[config.mk]
export PLATFORM = sky130hd
export DESIGN_NAME = pc_int_ctrl
export DESIGN_NICKNAME = d
export VERILOG_FILES = /design/src/rtl/pc_int_pkg.sv /design/src/rtl/pc_int_ctrl_int_pend_arb.sv /design/src/rtl/pc_int_ctrl.sv
export SDC_FILE = /design/constraint.sdc
export NUM_CORES = 1
export LEC_CHECK = 0
export ABC_AREA = 1
export CAP_MARGIN = 20
export CORE_MARGIN = 2
export CORE_UTILIZATION = 51
export DETAILED_ROUTE_END_ITERATION = 8
export PLACE_DENSITY_LB_ADDON = 0.05
export SYNTH_ARGS = -nofsm -noshare
export SYNTH_HDL_FRONTEND = slang
export SYNTH_HIERARCHICAL = 1
export SYNTH_SLANG_ARGS = --single-unit
[constraint.sdc]
create_clock -name clk -period 2.1 [get_ports clk]
set_clock_uncertainty 0.1 [all_clocks]
set_input_delay 0.42 -clock clk [delete_from_list [all_inputs] [get_ports clk]]
set_output_delay 0.42 -clock clk [all_outputs]
set_load 0.005 [all_outputs]
[src/rtl/pc_int_pkg.sv]
// Shared constants, stack-entry type and priority encoder for the PC /
// interrupt controller.
// Build option: PC_INT_NESTED_EN (nested interrupts, see pc_int_ctrl).
package pc_int_pkg;

    localparam int unsigned PC_W_DEF  = 27;
    localparam int unsigned N_INT_DEF = 8;
    localparam int unsigned ID_W_DEF  = (N_INT_DEF > 1) ? $clog2(N_INT_DEF) : 1;

    // Widest request vector the priority encoder handles.
    localparam int unsigned N_INT_MAX = 32;
    localparam int unsigned IDX_W_MAX = $clog2(N_INT_MAX);

    // Return-stack entry: resume address plus the interrupted handler's ID.
    typedef struct packed {
        logic [PC_W_DEF-1:0] pc;
        logic [ID_W_DEF-1:0] id;
    } stack_entry_t;

    // Index of the lowest set bit (0 when the vector is empty).
    function automatic logic [IDX_W_MAX-1:0] lowest_set(input logic [N_INT_MAX-1:0] vec);
        logic [IDX_W_MAX-1:0] idx;
        idx = '0;
        for (int i = N_INT_MAX - 1; i >= 0; i--) begin
            if (vec[i]) idx = IDX_W_MAX'(i);
        end
        return idx;
    endfunction

endpackage

[src/rtl/pc_int_ctrl_int_pend_arb.sv]
// int_pend_arb: rising-edge detection on the request lines, pending flags,
// mask gating and lowest-index-first selection.
// Ports:
//   clk, reset           clock (state on negedge), async active-low reset
//   int_req, int_mask    request lines, 1 = channel masked
//   clear_en, clear_k    clear pending flag clear_k (accepted interrupt)
//   pending              latched pending flags (registered)
//   valid_c, k_c         an unmasked flag is pending / its lowest index
module int_pend_arb
    import pc_int_pkg::*;
#(
    parameter int unsigned N_INT = N_INT_DEF,
    parameter int unsigned ID_W  = (N_INT > 1) ? $clog2(N_INT) : 1
) (
    input  logic             clk,
    input  logic             reset,
    input  logic [N_INT-1:0] int_req,
    input  logic [N_INT-1:0] int_mask,
    input  logic             clear_en,
    input  logic [ID_W-1:0]  clear_k,
    output logic [N_INT-1:0] pending,
    output logic             valid_c,
    output logic [ID_W-1:0]  k_c
);

    logic [N_INT-1:0] req_prev;
    logic [N_INT-1:0] clear_vec;
    logic [N_INT-1:0] pending_nxt;
    logic [N_INT-1:0] cand;

    // A fresh edge on the accepted channel re-arms its flag.
    always_comb begin
        clear_vec = '0;
        if (clear_en) clear_vec[clear_k] = 1'b1;
        pending_nxt = (pending & ~clear_vec) | (int_req & ~req_prev);
    end

    assign cand    = pending & ~int_mask;
    assign valid_c = |cand;
    assign k_c     = ID_W'(lowest_set(N_INT_MAX'(cand)));

    always_ff @(negedge clk or negedge reset) begin
        if (!reset) begin
            req_prev <= '0;
            pending  <= '0;
        end else begin
            req_prev <= int_req;
            pending  <= pending_nxt;
        end
    end

endmodule

[src/rtl/pc_int_ctrl.sv]
// pc_int_ctrl: program counter with prioritised, maskable, edge-triggered
// interrupts. Steps once per rising edge of write_back (sampled on negedge
// clk): reti > interrupt entry > jump / sequential advance.
// Build option: PC_INT_NESTED_EN replaces the single backup register by a
// NEST_DEPTH-deep return stack allowing higher-priority preemption.
// Ports:
//   clk, reset            clock (state on negedge), async active-low reset
//   write_back            CPU write-back strobe, rising edge = step
//   jump, offset          jump this step, jump is PC-relative
//   jump_addr             jump target or relative offset
//   reti                  return from interrupt
//   int_req, int_mask     request lines, 1 = channel masked
//   pc_out                current PC
//   int_id                ID of the last accepted interrupt
//   int_active            handler in progress
//   int_pending           latched pending flags
module pc_int_ctrl
    import pc_int_pkg::*;
#(
    parameter  int unsigned      PC_W       = PC_W_DEF,
    parameter  int unsigned      N_INT      = N_INT_DEF,
    parameter  logic [PC_W-1:0]  RESET_PC   = '0,
    parameter  logic [PC_W-1:0]  ROM_BASE   = PC_W'(27'h4000000),
    parameter  logic [PC_W-1:0]  VEC_BASE   = PC_W'(1),
    parameter  int unsigned      NEST_DEPTH = 4,
    localparam int unsigned      ID_W       = (N_INT > 1) ? $clog2(N_INT) : 1
) (
    input  logic             clk,
    input  logic             reset,
    input  logic             write_back,
    input  logic             jump,
    input  logic             offset,
    input  logic [PC_W-1:0]  jump_addr,
    input  logic             reti,
    input  logic [N_INT-1:0] int_req,
    input  logic [N_INT-1:0] int_mask,
    output logic [PC_W-1:0]  pc_out,
    output logic [ID_W-1:0]  int_id,
    output logic             int_active,
    output logic [N_INT-1:0] int_pending
);

    logic            wb_prev;
    logic            step;
    logic            arb_valid;
    logic [ID_W-1:0] arb_k;
    logic            can_enter;
    logic            do_reti;
    logic            do_enter;
    logic [PC_W-1:0] next_pc;
    logic [PC_W-1:0] pc_nxt;
    logic [ID_W-1:0] id_nxt;
    logic            active_nxt;

    int_pend_arb #(
        .N_INT (N_INT),
        .ID_W  (ID_W)
    ) u_arb (
        .clk      (clk),
        .reset    (reset),
        .int_req  (int_req),
        .int_mask (int_mask),
        .clear_en (do_enter),
        .clear_k  (arb_k),
        .pending  (int_pending),
        .valid_c  (arb_valid),
        .k_c      (arb_k)
    );

`ifdef PC_INT_NESTED_EN
    localparam int unsigned SP_W  = $clog2(NEST_DEPTH + 1);
    localparam int unsigned IDX_W = (NEST_DEPTH > 1) ? $clog2(NEST_DEPTH) : 1;

    stack_entry_t       stack [NEST_DEPTH];
    logic [SP_W-1:0]    sp;
    logic [IDX_W-1:0]   push_idx;
    logic [IDX_W-1:0]   pop_idx;

    assign push_idx = IDX_W'(sp);
    assign pop_idx  = IDX_W'(sp - SP_W'(1));

    // Preemption only by a strictly higher-priority channel with stack room.
    assign can_enter = arb_valid && (pc_out < ROM_BASE) &&
                       (!int_active || ((arb_k < int_id) && (sp != SP_W'(NEST_DEPTH))));
`else
    logic [PC_W-1:0]    backup;

    assign can_enter = arb_valid && (pc_out < ROM_BASE) && !int_active;
`endif

    assign step     = write_back && !wb_prev;
    assign do_reti  = step && reti;
    assign do_enter = step && !reti && can_enter;

    // Next PC and register updates for this cycle.
    always_comb begin
        next_pc    = pc_out + PC_W'(1);
        pc_nxt     = pc_out;
        id_nxt     = int_id;
        active_nxt = int_active;

        if (jump) next_pc = offset ? (pc_out + jump_addr) : jump_addr;

        if (do_reti) begin
`ifdef PC_INT_NESTED_EN
            if (sp == '0) begin
                pc_nxt = '0;
            end else begin
                pc_nxt     = PC_W'(stack[pop_idx].pc);
                id_nxt     = ID_W'(stack[pop_idx].id);
                active_nxt = (sp != SP_W'(1));
            end
`else
            pc_nxt     = backup;
            active_nxt = 1'b0;
`endif
        end else if (do_enter) begin
            pc_nxt     = VEC_BASE + PC_W'(arb_k);
            id_nxt     = arb_k;
            active_nxt = 1'b1;
        end else if (step) begin
            pc_nxt = next_pc;
        end
    end

    always_ff @(negedge clk or negedge reset) begin
        if (!reset) begin
            pc_out     <= RESET_PC;
            int_id     <= '0;
            int_active <= 1'b0;
            wb_prev    <= 1'b0;
`ifdef PC_INT_NESTED_EN
            sp         <= '0;
            for (int i = 0; i < int'(NEST_DEPTH); i++) stack[i] <= '0;
`else
            backup     <= '0;
`endif
        end else begin
            wb_prev    <= write_back;
            pc_out     <= pc_nxt;
            int_id     <= id_nxt;
            int_active <= active_nxt;
`ifdef PC_INT_NESTED_EN
            if (do_enter) begin
                stack[push_idx] <= '{pc: PC_W_DEF'(next_pc), id: ID_W_DEF'(int_id)};
                sp              <= sp + SP_W'(1);
            end else if (do_reti && (sp != '0)) begin
                sp <= sp - SP_W'(1);
            end
`else
            if (do_enter) backup <= next_pc;
`endif
        end
    end

endmodule
==> reports/results.tsv, run 1 <==
metric	value	unit
synth_edf_count	0	
failed_stage	5_1_grt	
yosys_register_bits	75	
seq_area_frac_synth	0.302	
die_y	114	µm
synth_nets	1048	
dpl.cell_count	1303	
async_flop_share	1.00	
grt_max_degree	42	
start_util	0.520	
worst-ep-kind	register data pin	
clockRootBuffer	clkbuf_16	
io_pins	88	
cts_buffer_depth	2	
row_count	40	
syn_avg_cell_area	6.41	µm²
cts_buffers	9	
syn-instance-count	970	
cts-htree-levels	3	
ys_warn_count	6	
place_congestion	1.01	
cts_sinks	75	
synthesis.area	0.00622	mm²
synth-main-ff-cell	dfrtn_1	
grt-worst-endpoint	pc_out[15]$_DFFE_NN0P_/D	
stop_error	[ERROR GRT-0232] Routing congestion too high. Check the congestion heatmap in the GUI.	
synthDistinctLibCells	44	
die_w	114	µm
ctsHoldBuffers	0	
io_buffers	87	
overflow	5	
dp_hpwl	16.8	mm
track_usage	0.689	
status	stopped before the end	
[synth_stat cells, types with 2 or more instances]
library cell	number	share of area
buf_1	3	0.0018
a21oi_2	5	0.0070
inv_2	4	0.0024
nor3_2	2	0.0032
xnor2_1	9	0.013
o21ai_0	44	0.035
nand3b_1	3	0.0036
inv_1	116	0.070
clkinv_1	4	0.0024
dfrtn_1	75	0.30
nand3_1	82	0.066
xor2_1	12	0.017
nand3_2	2	0.0032
a22oi_1	8	0.0097
clkbuf_1	17	0.010
a21oi_1	83	0.067
nand2_4	2	0.0036
nor2_2	4	0.0040
nor2_4	6	0.011
buf_2	5	0.0040
nand2_2	4	0.0040
nor2_1	103	0.062
nor3_1	8	0.0064
nand2_1	285	0.17
or2_1	3	0.0030
ha_1	28	0.056
o21ai_1	10	0.0081
nand4_1	16	0.016
or2_2	2	0.0020
a31oi_1	5	0.0050
o21bai_1	7	0.0085
[layer usage]
layer / GRT overflow / global-route usage
met5: 0 / 0.278
met1: 0 / 0.679
met4: 4 / 0.650
met3: 0 / 0.526
met2: 1 / 0.883
[cell families after synthesis]
kind of cell,Yosys count,synth area share
AND/OR/NAND/NOR,527,0.368
AO/OA/AOI/OAI,168,0.148
buffers and inverters,150,0.0928
flip-flops,75,0.302
adder cells (fa/ha/maj),29,0.0596
XOR/XNOR,21,0.0296
[per-stage QoR]
| stage | hold WS [ns] | instance area [µm²] | utilization | setup slack (ns) |
|---|---|---|---|---|
| after CTS | 0.254 | 10300 | 0.863 | -0.860 |
| after floorplan | 0.238 | 6820 | - | -0.972 |
| after detailed placement | 0.252 | 8740 | 0.730 | -1.76 |
| after global placement | 0.241 | 8740 | 0.730 | -1.73 |
[repair_timing]
| item | in CTS |
|---|---|
| resized for setup | 569 |
| pin swaps | 149 |
| gates cloned | 6 |
| endpoints found under the setup margin | 105 |
| setup buffers | 50 |
| hold endpoints to repair | 0 |
==> inputs of run 2 (changes only) <==
--- a/config.mk
+++ b/config.mk
@@ -8,9 +8,9 @@
 export ABC_AREA = 1
 export CAP_MARGIN = 20
 export CORE_MARGIN = 2
-export CORE_UTILIZATION = 51
+export CORE_UTILIZATION = 40
 export DETAILED_ROUTE_END_ITERATION = 8
-export PLACE_DENSITY_LB_ADDON = 0.05
+export PLACE_DENSITY_LB_ADDON = 0.15
 export SYNTH_ARGS = -nofsm -noshare
 export SYNTH_HDL_FRONTEND = slang
 export SYNTH_HIERARCHICAL = 1
==> constraint.sdc (replaced) <==
create_clock -name clk -period 2.7 [get_ports clk]
set_clock_uncertainty 0.1 [all_clocks]
set_input_delay 0.54 -clock clk [delete_from_list [all_inputs] [get_ports clk]]
set_output_delay 0.54 -clock clk [all_outputs]
set_load 0.005 [all_outputs]
==> run 2 against run 1 <==
  * The flow now finishes, with violations (setup timing)
  * Synthesized cell count is the same
  * Area after synthesis is the same
==> reports/results.tsv, run 2 <==
metric	value	unit	change
fillCellCount	1173		
dp_hpwl	17.1	mm	+1.7%
fin_hold_ws	0.254	ns	
seq_area_frac_synth	0.302		unchanged
top_layer_used	met4		
drt_iter0_drc	603		
worstPathArrival	2.11	ns	
overflow	0		
ant_nets	0		
io_buffers	87		unchanged
r2r_start	pc_out[11]		
min_to	u_arb/pending[3]		
syn_avg_cell_area	6.41	µm²	unchanged
synth_most_common_cell	nand2_1		
top_regs	backup x27, pc_out x27		
clockPowerShare	0.141		
endpoint_kind	flop		
grt_pass1_vias	7539		
synthDistinctLibCells	44		unchanged
grt_max_degree	40		
place_congestion	0.981		-2.7%
io_pins	88		unchanged
track_usage	0.297		
num_antenna_cells	0		
dpl-instance-area	0.00893	mm²	+2.2%
final_cell_count_no_fill	1429		
final_cell_mix	171 x nand2_1, 158 x buf_4, 83 x inv_1		
power_density	740	mW/mm²	
cts_buffers	9		unchanged
clockRootBuffer	clkbuf_16		
first_pass_iters	5		
cp-start-kind	input pin		
combPwrFrac	0.648		
internal_power	4510	µW	
worst_pin_slew	0.451	ns	
ir_drop	0.498	mV	
worstSetupPathType	input pin to flop		
core_area	0.0152	mm²	
synth_common_cells	285 x nand2_1, 116 x inv_1, 103 x nor2_1, 83 x a21oi_1, 82 x nand3_1		
ys_warn_count	6		unchanged
setup-tns-final	-39.78	ns	
rr_worst_depth	14		
cts-htree-levels	3		unchanged
drc	0		
fin_ws	-0.669	ns	
hold_viol	0		
yosys_register_bits	75		unchanged
cp.required	1.44	ns	
drive_gt1_frac	0.525		
cts_buffer_depth	2		unchanged
clkSlewWorstSetupHoldPaths	0.04	ns	
synthesis.area	0.00622	mm²	unchanged
met3_length	1.50	mm	
path_buf_inv	4		
die_y	129	µm	+12%
rsz0062_at_grt	yes		
met2_length	12.0	mm	
critPathTopFamily	simple AND/OR/NAND/NOR gates		
status	finished, violations left		
grt_pass1_wl	38.5	mm	
r2r_setup_slack	0.33	ns	
pwr-share-seq	0.211		
whs_path_depth	1		
cts_tree	done		
r2r_end	pc_out[16]		
cap_viol_max_count	0		
switchingPower	3580	µW	
synth-main-ff-cell	dfrtn_1		
crit_fanout	4		
start_util	0.409		-0.111
cts_sinks	75		unchanged
vias	7705		
swShare	0.443		
ctsHoldBuffers	0		unchanged
synth_area_leader_cell	dfrtn_1		
synth_edf_count	0		unchanged
p_leak	0.00527	µW	
hold_start	u_arb/req_prev[3]		
violations	setup timing		
avgRoutedWirePerCell	17.5	µm	
yosysTopAreaCellShare	0.302		unchanged
dpl.cell_count	1359		+4.3%
final_common_cell	nand2_1		
wl_met1	10.7	mm	
cp_cell_sequence	buf_8, ha_4, buf_6, nand2_4, buf_6, nor2_4, buf_4, nand4_1, nand3_1, nand2_1, nand3_1, nand2_1, nand3_1, nand2_1		
hp-class	flop to flop		
dieArea	0.0166	mm²	
routed_wl	24.9	mm	
clk_latency	0.35	ns	
area_growth	76.0	%	
async_flop_share	1.00		unchanged
synth_nets	1048		unchanged
nNetsFinal	1314		
via_per_inst	5.39		
row_count	45		+13%
fin_area	0.0109	mm²	
dp_slack	-1.47	ns	+0.293 ns
crit_slowest_cell	ha_4		
antenna_found_initial	0		
slew_viol_final	0		
cpPeakStageDelay	0.33	ns	
ys_top_cells_by_area	dfrtn_1 30%, nand2_1 17%, inv_1 7.0%		
die_w	129	µm	+12%
syn-instance-count	970		unchanged
setup_violations	104		
maxSlewHeadroom	0.696		
## run 2: cell counts after synthesis
No cell type changed its count.
## run 2: area by class of cell
cell class | count | area (µm²) | share of cell area
Multi-Input combinational cell | 745 | 5630 | 0.514
Timing Repair Buffer | 281 | 2400 | 0.219
Sequential cell | 75 | 1880 | 0.172
Inverter | 124 | 518 | 0.0473
Clock buffer | 12 | 256 | 0.0234
Tap cell | 188 | 235 | 0.0215
Clock inverter | 4 | 25.0 | 0.00229
## run 2: power groups by stage
stage / Clock [µW] / Sequential, µW / Combinational [µW]
floorplan: 0 / 1820 / 2110
global placement: 0 / 1700 / 3820
detailed placement: 0 / 1710 / 3870
CTS: 1160 / 1690 / 4660
global route: 1200 / 1740 / 5630
finish: 1140 / 1700 / 5250
## run 2: per-layer routing
layer | global-route usage | up-vias
li1 | - | 3693
met1 | 0.406 | 3681
met2 | 0.489 | 273
met3 | 0.0345 | 58
met4 | 0.107 | 0
met5 | 0 | -
## run 2: how the worst max path moves through the flow
stage | from | end | slack (ns) | cells after the start
5_1_grt | jump_addr[8] | backup[20] | -0.74 | 15
6_report | jump_addr[6] | backup[20] | -0.67 | 14
4_1_cts | jump_addr[0] | pc_out[16] | -0.63 | 16
3_3_place_gp | jump_addr[10] | pc_out[23] | -1.44 | 13
2_1_floorplan | jump_addr[0] | pc_out[16] | -0.79 | 15
3_5_place_dp | jump_addr[12] | pc_out[13] | -1.47 | 14
## run 2: kinds of logic after synthesis
logic type / synth area share
AOI/OAI and AO/OA: 0.148
xor gates and xnor gates: 0.0296
DFF: 0.302
buffers and inverters: 0.0928
and+or+nand+nor: 0.368
adders and majority gates: 0.0596
## run 2: through the flow
stage | utilization | total power (µW)
6_report | 0.720 | 8090
5_1_grt | 0.720 | 8570
4_1_cts | 0.680 | 7510
3_5_place_dp | 0.587 | 5580
3_3_place_gp | 0.587 | 5530
2_1_floorplan | - | 3930
## run 2: what timing repair did
item | in CTS | in global routing
endpoints found under the hold margin | 0 | 0
gates resized for setup | 589 | 140
setup endpoints to repair | 105 | 105
pin swaps | 148 | 112
buffers inserted | 37 | 19
cloned | 2 | 0
No activity file was read; power rests on OpenSTA's default activity.
==> inputs of run 3 (changes only) <==
--- a/config.mk
+++ b/config.mk
@@ -6,6 +6,7 @@
 export NUM_CORES = 1
 export LEC_CHECK = 0
 export ABC_AREA = 1
+export ABC_CLOCK_PERIOD_IN_PS = 2700
 export CAP_MARGIN = 20
 export CORE_MARGIN = 2
 export CORE_UTILIZATION = 40
==> results of run 3 <==
Same layout as run 2: the final DEF is identical, and so are final timing and power.
==> inputs of run 4 (changes only) <==
==> constraint.sdc (replaced) <==
create_clock -name clk -period 2.7 [get_ports clk]
set_clock_uncertainty 0.1 [all_clocks]
set_input_delay 0.54 -clock clk [delete_from_list [all_inputs] [get_ports clk]]
set_output_delay 0.54 -clock clk [all_outputs]
set_load 0.1 [all_outputs]
==> run 4 against run 3 <==
  * The flow still finishes with violations (setup timing)
  * Die area is the same
  * Critical path depth is the same
  * Setup slack lost 0.081 ns
  * Critical endpoint is now pc_out[13]
  * Highest routed layer unchanged
==> reports/results.tsv, run 4 (synthesis results as in run 2) <==
metric	value	unit	change
routed_wl	27.5	mm	+10%
clk_latency	0.34	ns	about the same
clockRootBuffer	clkbuf_16		
grt_pass1_vias	7751		+2.8%
overflow	0		unchanged
rr_worst_depth	16		+2
endpoint_kind	flop		
top_regs	backup x27, pc_out x27		
p_leak	0.00557	µW	+5.8%
cts_buffers	9		unchanged
swShare	0.487		+0.0443
fin_ws	-0.750	ns	-0.0811 ns
final_common_cell	buf_4		
grt_pass1_wl	39.8	mm	+3.4%
pwr-share-seq	0.183		-0.028
dieArea	0.0166	mm²	unchanged
io_pins	88		unchanged
io_buffers	87		unchanged
start_util	0.409		unchanged
crit_fanout	4		unchanged
ant_nets	0		unchanged
hp-class	flop to flop		
drt_iter0_drc	716		+19%
worstPathArrival	2.18	ns	+0.07 ns
die_y	129	µm	unchanged
whs_path_depth	1		unchanged
area_growth	89.0	%	
wl_met1	11.2	mm	+4.6%
top_layer_used	met4		
met2_length	13.4	mm	+11%
violations	setup timing		
final_cell_mix	165 x buf_4, 155 x nand2_1, 95 x nand2_2		
track_usage	0.309		+0.0115
core_area	0.0152	mm²	unchanged
slew_viol_final	0		unchanged
drc	0		unchanged
worstSetupPathType	input pin to flop		
worst_pin_slew	0.532	ns	+0.0808 ns
cts_sinks	75		unchanged
setup_violations	105		+0.96%
nNetsFinal	1331		+1.3%
first_pass_iters	5		unchanged
rsz0062_at_grt	yes		
dpl-instance-area	0.00933	mm²	+4.5%
power_density	835	mW/mm²	+13%
hold_viol	0		unchanged
place_congestion	0.991		+1.0%
cts_tree	done		
status	finished, violations left		
switchingPower	4780	µW	+33%
drive_gt1_frac	0.541		+0.0168
row_count	45		unchanged
fin_hold_ws	0.241	ns	-0.0127 ns
dp_hpwl	18.2	mm	+6.3%
cp.required	1.43	ns	about the same
avgRoutedWirePerCell	19.0	µm	+9.0%
fin_area	0.0117	mm²	+7.4%
vias	8024		+4.1%
ir_drop	0.721	mV	+45%
cts-htree-levels	3		unchanged
clkSlewWorstSetupHoldPaths	0.04	ns	about the same
maxSlewHeadroom	0.642		-0.0545
combPwrFrac	0.701		+0.053
num_antenna_cells	0		unchanged
die_w	129	µm	unchanged
cp-start-kind	input pin		
internal_power	5040	µW	+12%
grt_max_degree	40		unchanged
via_per_inst	5.55		+2.9%
antenna_found_initial	0		unchanged
cts_buffer_depth	2		unchanged
met3_length	1.74	mm	+16%
cap_viol_max_count	0		unchanged
ctsHoldBuffers	0		unchanged
clockPowerShare	0.116		-0.025
==> run 4: cell types whose count changed in the layout (fill, tap and decap cells not counted), sizes merged <==
| cell | delta |
|---|---|
| dlymetal6s2s | -1 |
| clkbuf | -1 |
| buf | +16 |
| inv | -1 |
| clkdlybuf4s15 | +2 |
| clkinv | +1 |
| clkdlybuf4s50 | +1 |
==> run 4: stage by stage <==
stage	TNS (ns)	utilization	setup slack (ns)	std cells	total power, µW
floorplan	-50.14	-	-0.829	970	4900
global route	-51.67	0.773	-0.761	1446	10300
CTS	-42.23	0.711	-0.624	1421	8880
finish	-46.74	0.773	-0.750	1446	9810
global placement	-86.84	0.614	-1.48	1364	6940
detailed placement	-87.91	0.614	-1.52	1364	6990
==> run 4: layer usage <==
layer | up-vias | GRT usage
met5 | - | 0
met4 | 0 | 0.119
met3 | 90 | 0.0457
met2 | 339 | 0.512
met1 | 3874 | 0.408
li1 | 3721 | -
==> run 4: critical path, stage by stage <==
cell and delay (ns):
buf_6 0.10, ha_4 0.24, nand2_2 0.08, nand2_2 0.08
nand2_1 0.09, nand2_2 0.08, o21bai_4 0.21, inv_2 0.07
nand2_2 0.07, or2_1 0.27, nand3_2 0.11, nand2_4 0.09
nand3_2 0.09, a21oi_2 0.06
==> run 4: timing repair <==
item | in CTS | in global routing
endpoints found under the setup margin | 105 | 105
resized for setup | 389 | 191
buffers inserted | 40 | 27
cloned | 3 | 0
pin swaps | 146 | 128
==> run 4: final cells by class <==
type | instances | area [µm²]
multi-input combinational | 745 | 5670
fill | 1013 | 3450
timing repair buffer | 298 | 3180
sequential | 75 | 1880
inverter | 124 | 507
clock buffer | 12 | 256
tap | 188 | 235
clock inverter | 4 | 25.0
==> run 4: power groups by stage <==
stage / clock network, µW / logic, µW / registers, µW
final: 1140 / 6880 / 1800
after global routing: 1200 / 7250 / 1830
after CTS: 1140 / 5960 / 1780
after detailed placement: 0 / 5200 / 1790
after global placement: 0 / 5160 / 1780
after floorplan: 0 / 2120 / 2780
==> run 4: final timing paths <==
path,startpoint,end,slack [ns]
setup / recovery,jump_addr[10],pc_out[13],-0.75
hold / removal,u_arb/req_prev[0],u_arb/pending[0],0.24
setup reg to reg,pc_out[12],pc_out[13],0.04
hold reg to reg,u_arb/req_prev[0],u_arb/pending[0],0.24
max in group asynchronous,reset,backup[24],0.95
min in group asynchronous,reset,u_arb/req_prev[7],1.29
